**config.mk**
```make
export PLATFORM = sky130hd
export DESIGN_NAME = masku_operand_sequencer_flat
export DESIGN_NICKNAME = d
export VERILOG_FILES = /design/src/rtl/masku_operand_sequencer_pkg.sv /design/src/rtl/masku_operand_sequencer_if.sv /design/src/rtl/masku_operand_sequencer.sv /design/src/flat_wrapper.sv
export SDC_FILE = /design/constraint.sdc
export NUM_CORES = 1
export LEC_CHECK = 0
export CORE_MARGIN = 2
export CORE_UTILIZATION = 30
export DETAILED_ROUTE_END_ITERATION = 6
export HOLD_SLACK_MARGIN = 0.1
export PLACE_DENSITY = 0.68
export SYNTH_ARGS = -nofsm -noshare
export SYNTH_HDL_FRONTEND = slang
export SYNTH_SLANG_ARGS = --single-unit
```
**constraint.sdc**
```tcl
create_clock -name clk_i -period 1.6 [get_ports clk_i]
set_input_delay 0.24 -clock clk_i [delete_from_list [all_inputs] [get_ports clk_i]]
set_output_delay 0.24 -clock clk_i [all_outputs]
set_load 0.05 [all_outputs]
```
**src/rtl/masku_operand_sequencer_pkg.sv**
```systemverilog
// rtl/masku_operand_sequencer_pkg.sv - mask-unit types, operand slot map and required-slot helper
package ara_pkg;

    localparam int unsigned NrMaskFUnits = 2;
    localparam int unsigned NrMaskSlots  = NrMaskFUnits + 2;

    // Per-lane operand slot layout: mask, old destination, then one a-slot per source FU.
    localparam int unsigned SlotM = 0;
    localparam int unsigned SlotB = 1;
    localparam int unsigned SlotA = 2;

    typedef enum logic {
        MaskFuAlu,
        MaskFuFpu
    } masku_fu_e;

    typedef enum logic [1:0] {
        SeqIdle,
        SeqRun,
        SeqDone
    } masku_seq_state_e;

    function automatic logic [NrMaskSlots-1:0] masku_required_slots(
        input masku_fu_e fu,
        input logic      vm,
        input logic      use_vd
    );
        logic [NrMaskSlots-1:0] slots;
        slots        = '0;
        slots[SlotM] = ~vm;
        slots[SlotB] = use_vd;
        case (fu)
            MaskFuAlu: slots[SlotA]     = 1'b1;
            MaskFuFpu: slots[SlotA + 1] = 1'b1;
            default:   slots            = slots;
        endcase
        return slots;
    endfunction

endpackage

```
**src/rtl/masku_operand_sequencer_if.sv**
```systemverilog
// rtl/masku_operand_sequencer_if.sv - instruction handshake bundle into the operand sequencer
interface masku_operand_sequencer_if
    import ara_pkg::*;
#(
    parameter int unsigned BeatWidth = 16
);

    logic                 instr_valid_i;
    logic                 instr_ready_o;
    masku_fu_e            instr_fu_i;
    logic                 instr_vm_i;
    logic                 instr_use_vd_i;
    logic [BeatWidth-1:0] instr_beats_i;

    modport master (
        output instr_valid_i,
        output instr_fu_i,
        output instr_vm_i,
        output instr_use_vd_i,
        output instr_beats_i,
        input  instr_ready_o
    );

    modport slave (
        input  instr_valid_i,
        input  instr_fu_i,
        input  instr_vm_i,
        input  instr_use_vd_i,
        input  instr_beats_i,
        output instr_ready_o
    );

endinterface

```
**src/rtl/masku_operand_sequencer.sv**
```systemverilog
// rtl/masku_operand_sequencer.sv - gathers per-lane mask operands into lockstep beats for one instruction
module masku_operand_sequencer
    import ara_pkg::*;
#(
    parameter int unsigned NrLanes   = 0,
    parameter int unsigned BeatWidth = 16
) (
    input  logic                                    clk_i,
    input  logic                                    rst_ni,
    masku_operand_sequencer_if.slave                instr,
    input  logic [NrLanes-1:0][NrMaskSlots-1:0]     op_valid_i,
    output logic [NrLanes-1:0][NrMaskSlots-1:0]     op_ready_o,
    output masku_fu_e                               fu_sel_o,
    output logic                                    beat_valid_o,
    input  logic                                    beat_ready_i,
    output logic                                    last_beat_o,
    output logic                                    done_o,
    input  logic                                    flush_i
);

    masku_seq_state_e     state_q, state_d;
    logic [BeatWidth-1:0] beats_q, beats_d;
    masku_fu_e            fu_q, fu_d;
    logic                 vm_q, vm_d;
    logic                 use_vd_q, use_vd_d;

    logic [NrMaskSlots-1:0] req_slots;
    logic                   all_lanes_valid;
    logic                   fire;

    assign req_slots = masku_required_slots(fu_q, vm_q, use_vd_q);
    assign fu_sel_o  = fu_q;

    // A lane is ready when every required slot is valid; slots not required are don't-care.
    always_comb begin
        all_lanes_valid = 1'b1;
        for (int unsigned l = 0; l < NrLanes; l++) begin
            if ((op_valid_i[l] & req_slots) != req_slots) begin
                all_lanes_valid = 1'b0;
            end
        end
    end

    always_ff @(posedge clk_i or negedge rst_ni) begin
        if (!rst_ni) begin
            state_q  <= SeqIdle;
            beats_q  <= '0;
            fu_q     <= MaskFuAlu;
            vm_q     <= 1'b0;
            use_vd_q <= 1'b0;
        end else begin
            state_q  <= state_d;
            beats_q  <= beats_d;
            fu_q     <= fu_d;
            vm_q     <= vm_d;
            use_vd_q <= use_vd_d;
        end
    end

    always_comb begin
        state_d             = state_q;
        beats_d             = beats_q;
        fu_d                = fu_q;
        vm_d                = vm_q;
        use_vd_d            = use_vd_q;
        instr.instr_ready_o = 1'b0;
        beat_valid_o        = 1'b0;
        last_beat_o         = 1'b0;
        done_o              = 1'b0;
        fire                = 1'b0;

        unique case (state_q)
            SeqIdle: begin
                instr.instr_ready_o = 1'b1;
                if (instr.instr_valid_i) begin
                    fu_d     = instr.instr_fu_i;
                    vm_d     = instr.instr_vm_i;
                    use_vd_d = instr.instr_use_vd_i;
                    beats_d  = instr.instr_beats_i;
                    state_d  = (instr.instr_beats_i == '0) ? SeqDone : SeqRun;
                end
            end
            SeqRun: begin
                last_beat_o  = (beats_q == BeatWidth'(1));
                // Flush withdraws the beat so downstream never sees a handshake that consumes nothing.
                beat_valid_o = all_lanes_valid && !flush_i;
                fire         = beat_valid_o && beat_ready_i;
                if (flush_i) begin
                    beats_d = '0;
                    state_d = SeqDone;
                end else if (fire) begin
                    beats_d = beats_q - BeatWidth'(1);
                    if (beats_q == BeatWidth'(1)) begin
                        state_d = SeqDone;
                    end
                end
            end
            SeqDone: begin
                done_o  = 1'b1;
                state_d = SeqIdle;
            end
            default: begin
                state_d = SeqIdle;
            end
        endcase
    end

    always_comb begin
        op_ready_o = '0;
        if (fire) begin
            for (int unsigned l = 0; l < NrLanes; l++) begin
                op_ready_o[l] = req_slots;
            end
        end
    end

endmodule
```
**src/flat_wrapper.sv**
```systemverilog
// flat-port wrapper written by rule: the top's interface ports become plain ports
module masku_operand_sequencer_flat import ara_pkg::*;
#(
    parameter int unsigned NrLanes   = 0,
    parameter int unsigned BeatWidth = 16
)
  (clk_i, rst_ni, op_valid_i, op_ready_o, fu_sel_o, beat_valid_o, beat_ready_i, last_beat_o, done_o, flush_i, instr_instr_valid_i, instr_instr_fu_i, instr_instr_vm_i, instr_instr_use_vd_i, instr_instr_beats_i, instr_instr_ready_o);
  masku_operand_sequencer_if #(.BeatWidth(BeatWidth)) instr_i ();
  input  logic clk_i;
  input  logic rst_ni;
  input  logic [NrLanes-1:0][NrMaskSlots-1:0] op_valid_i;
  output logic [NrLanes-1:0][NrMaskSlots-1:0] op_ready_o;
  output masku_fu_e fu_sel_o;
  output logic beat_valid_o;
  input  logic beat_ready_i;
  output logic last_beat_o;
  output logic done_o;
  input  logic flush_i;
  input wire logic [$bits(instr_i.instr_valid_i)-1:0] instr_instr_valid_i;
  input wire logic [$bits(instr_i.instr_fu_i)-1:0] instr_instr_fu_i;
  input wire logic [$bits(instr_i.instr_vm_i)-1:0] instr_instr_vm_i;
  input wire logic [$bits(instr_i.instr_use_vd_i)-1:0] instr_instr_use_vd_i;
  input wire logic [$bits(instr_i.instr_beats_i)-1:0] instr_instr_beats_i;
  output wire logic [$bits(instr_i.instr_ready_o)-1:0] instr_instr_ready_o;
  assign instr_i.instr_valid_i = instr_instr_valid_i;
  assign instr_i.instr_fu_i = instr_instr_fu_i;
  assign instr_i.instr_vm_i = instr_instr_vm_i;
  assign instr_i.instr_use_vd_i = instr_instr_use_vd_i;
  assign instr_i.instr_beats_i = instr_instr_beats_i;
  assign instr_instr_ready_o = instr_i.instr_ready_o;
  masku_operand_sequencer #(.NrLanes(NrLanes), .BeatWidth(BeatWidth)) u_core (.clk_i(clk_i), .rst_ni(rst_ni), .instr(instr_i), .op_valid_i(op_valid_i), .op_ready_o(op_ready_o), .fu_sel_o(fu_sel_o), .beat_valid_o(beat_valid_o), .beat_ready_i(beat_ready_i), .last_beat_o(last_beat_o), .done_o(done_o), .flush_i(flush_i));
endmodule
```
==> impl_metrics.py <==
metrics = {
    "sta": {
        "timing.fmax_mhz": 466,
        "final_min_period_over_clock_period": 1.34,
        "fin_crit_ns": 2.15,
        "setup_repair_after_global_routing_missed_its_margin": "yes",
        "report.final.setup_viol": 11,
        "drv_slew": 0,
        "clock_skew_ns": 0.00402,
        "final.setup.worst_slack_ns": -0.545,
        "timing_hold_violations_final": 0,
    },
    "synth": {
        "synthesis.area_per_instance_sq_um": 8.72,
        "synth.area.top_cells": "dfrtp_1 (35%), o21ai_0 (6.3%), buf_4 (4.5%)",
        "postSynthRegisterBits": 19,
        "ys_warn_count": 0,
        "synthArstFlopShare": 1.00,
        "post-synth-top-count-cell": "dfrtp_1",
        "number_of_flops_mapped_to_enable_cells_by_yosys": 0,
        "post_synth_num_cell_types": 49,
        "synth-main-ff-cell": "dfrtp_1",
        "synthesis.instances": 154,
        "synth_top_area_share": 0.354,
        "syn_area_sq_um": 1340,
        "synth_top_area_cell": "dfrtp_1",
        "ys_top_cells_by_count": "dfrtp_1 (19), o21ai_0 (17), nor2_1 (11)",
        "synth-seq-area-share": 0.354,
    },
    "worst_hold_path": {
        "hold_path.class": "in2async",
    },
    "drt": {
        "detail_route.first_pass.iterations": 4,
        "met2_length_um": 2430,
        "drc_errors": 0,
        "routed_via_density": 5.47,
        "via_count": 1587,
        "antenna_left": 0,
        "wire_per_inst_um": 16.4,
        "route.layer.met1.wl_um": 1930,
        "wl_met3_um": 269,
        "detailedRoute.firstIterationViolations": 158,
        "highest-signal-layer": "met4",
        "totalWireLength_um": 4770,
    },
    "global_route": {
        "gr-usage-all-layers": 0.188,
        "grt_start_max_net_pins": 20,
        "first_global_vias": 1592,
        "grt_pass1_wl_um": 7490,
        "gr-total-overflow": 0,
        "grt_antenna_before_repair": 0,
    },
    "power_and_ir_drop": {
        "p_sw_frac": 0.446,
        "power.clock.fraction": 0.082,
        "power.leakage_nw": 0.999,
        "share_seq_of_total_power": 0.204,
        "power.total_mw": 4.29,
        "netSwitchingPower_mw": 1.91,
        "power_per_cell_area_nw_per_um2": 1840,
        "ir_drop_mv": 0.990,
        "power.internal_mw": 2.37,
        "p_comb_frac": 0.714,
    },
    "critical_path": {
        "path_cells": "or4_4 -> nor4_4 -> nand3_2 -> nor2_4 -> buf_12",
        "cp_data_required_time_ns": 1.36,
        "critPathArrivalTime_ns": 1.91,
        "critical_path.max_stage_delay_ns": 0.56,
        "timing.setup.critical_path_class": "reg2out",
        "worst_path_dominant_cell_family": "simple AND/OR/NAND/NOR gates",
        "endpoint_kind": "output port",
        "cell_at_the_slowest_stage_of_the_critical_path": "or4_4",
        "crit_path_start": "u_core.beats_q[7]$_DFFE_PN0P_",
        "reg2reg_from": "u_core.beats_q[7]$_DFFE_PN0P_",
        "timing.critical_path.from_type": "register",
        "critical_path.n_buffers_inverters": 1,
        "critPathMaxFanout": 2,
    },
    "cts": {
        "worst_skew_pair.late_latency_ns": 0.26,
        "cts.sink_count": 19,
        "h-tree-depth": 1,
        "numCtsBuffers": 3,
        "root_buffer": "clkbuf_8",
        "clkSlewWorstSetupHoldPaths_ns": 0.08,
        "cts-root-to-sink-buffers": 2,
        "clock_tree_from_tritoncts": "built",
        "postCtsHoldBufs": 0,
    },
    "cells_and_area": {
        "antennaDiodeCount": 0,
        "finish.utilization": 0.540,
        "fraction_of_layout_cells_with_a_size_suffix_above_1": 0.420,
        "postLayoutCellArea_sq_um": 2340,
        "post_layout_nonfiller_instances": 290,
        "ff_latch_area_sq_um": 475,
        "total_area_of_multi_input_combinational_cells_sq_um": 903,
        "areaGrowthSynthToFinish_pct": 74.0,
        "final_net_count": 273,
        "layout.filler_cells": 394,
    },
    "die": {
        "placeableCoreArea_sq_um": 4320,
        "die_area_sq_um": 5030,
        "pin_count": 45,
        "placement_rows": 24,
        "initial_utilization": 0.310,
        "chip_width_um": 70.9,
        "fp.dieH_um": 70.9,
    },
    "placement": {
        "detailed_place.area_sq_um": 2020,
        "post-place-ws_ns": -0.330,
        "detailedPlacementHpwl_um": 3210,
        "numPlacedInstances": 272,
        "gpl.final_weighted_congestion": 0.898,
        "portBuffers": 26,
    },
    "run_status": {
        "failed_checks": "setup timing",
        "outcome": "finished with violations",
    },
    "flow_run": {
        "max-cap-violations": 0,
    },
}
-- layout by cell type, fill, tap and decap left out, types with 4 or more instances in the layout --
cell / count
clkdlybuf4s50_1: 20
conb_1: 8
dfrtp_1: 19
o21ai_0: 5
nand4_1: 4
a21oi_1: 6
o21ai_1: 14
nand2_1: 8
buf_4: 54
nor3_1: 5
nor2_1: 8
nor4_1: 4
nor4_4: 4
buf_6: 10
buf_12: 4
-- sequential cells by signal, summed over array words and instances (netlist names) --
| name | count |
|---|---|
| u_core.beats_q | 16 |
| u_core.fu_sel_o | 1 |
| u_core.state_q | 2 |
-- logic make-up after synthesis --
| logic type | count (synthesis) | synth area share |
|---|---|---|
| flops | 19 | 0.354 |
| other cells | 1 | 0.00279 |
| compound gates | 49 | 0.245 |
| buf+inv | 23 | 0.106 |
| mux | 2 | 0.0158 |
| fa+ha+maj | 2 | 0.0186 |
| simple gates | 58 | 0.257 |
-- per-stage QoR --
| step | hold slack [ns] | TNS [ns] |
|---|---|---|
| finish | 0.324 | -2.23 |
| global route | 0.345 | -3.05 |
| CTS | 0.331 | -1.68 |
| detailed placement | 0.498 | -4.69 |
| global placement | 0.495 | -4.34 |
| floorplan | -0.0556 | -0.793 |
-- area by class of cell --
| cell class | instances | area share |
|---|---|---|
| clock buffers | 4 | 0.0193 |
| inverters | 6 | 0.0107 |
| repair buffers | 90 | 0.352 |
| well taps | 52 | 0.0279 |
| flip-flops and latches | 19 | 0.204 |
| multi-input cells | 119 | 0.387 |
-- path summary, 6_finish.rpt --
path                                             endpoint  slack (ns)  cells past startpoint
setup / recovery                              last_beat_o       -0.55                      5
hold / removal             u_core.beats_q[12]$_DFFE_PN0P_        0.32                      2
setup reg to reg            u_core.beats_q[9]$_DFFE_PN0P_       -0.38                      7
hold reg to reg               u_core.fu_sel_o$_DFFE_PN0P_        0.51                      1
max in group asynchronous   u_core.beats_q[8]$_DFFE_PN0P_        1.06                      2
min in group clk_i            u_core.fu_sel_o$_DFFE_PN0P_        0.51                      1
-- power by group through the flow --
stage                     Combinational, mW  Clock (mW)  Sequential (mW)
after global placement                 2.36           0            0.867
final                                  3.06       0.351            0.875
after detailed placement               2.41           0            0.873
after floorplan                        1.36           0            0.953
after global routing                   3.28       0.379            0.893
after CTS                              2.69       0.363            0.870
-- per-layer routing --
layer	vias up	global-route usage
met4	0	0.0671
li1	737	-
met1	767	0.212
met3	18	0.0399
met2	65	0.346
met5	-	0
-- what timing repair did --
| action | CTS | global route |
|---|---|---|
| setup endpoints to repair | 16 | 21 |
| buffers inserted | 8 | 7 |
| pin swaps | 6 | 10 |
| gates resized for setup | 21 | 27 |
(Power assumes the default switching activity.)
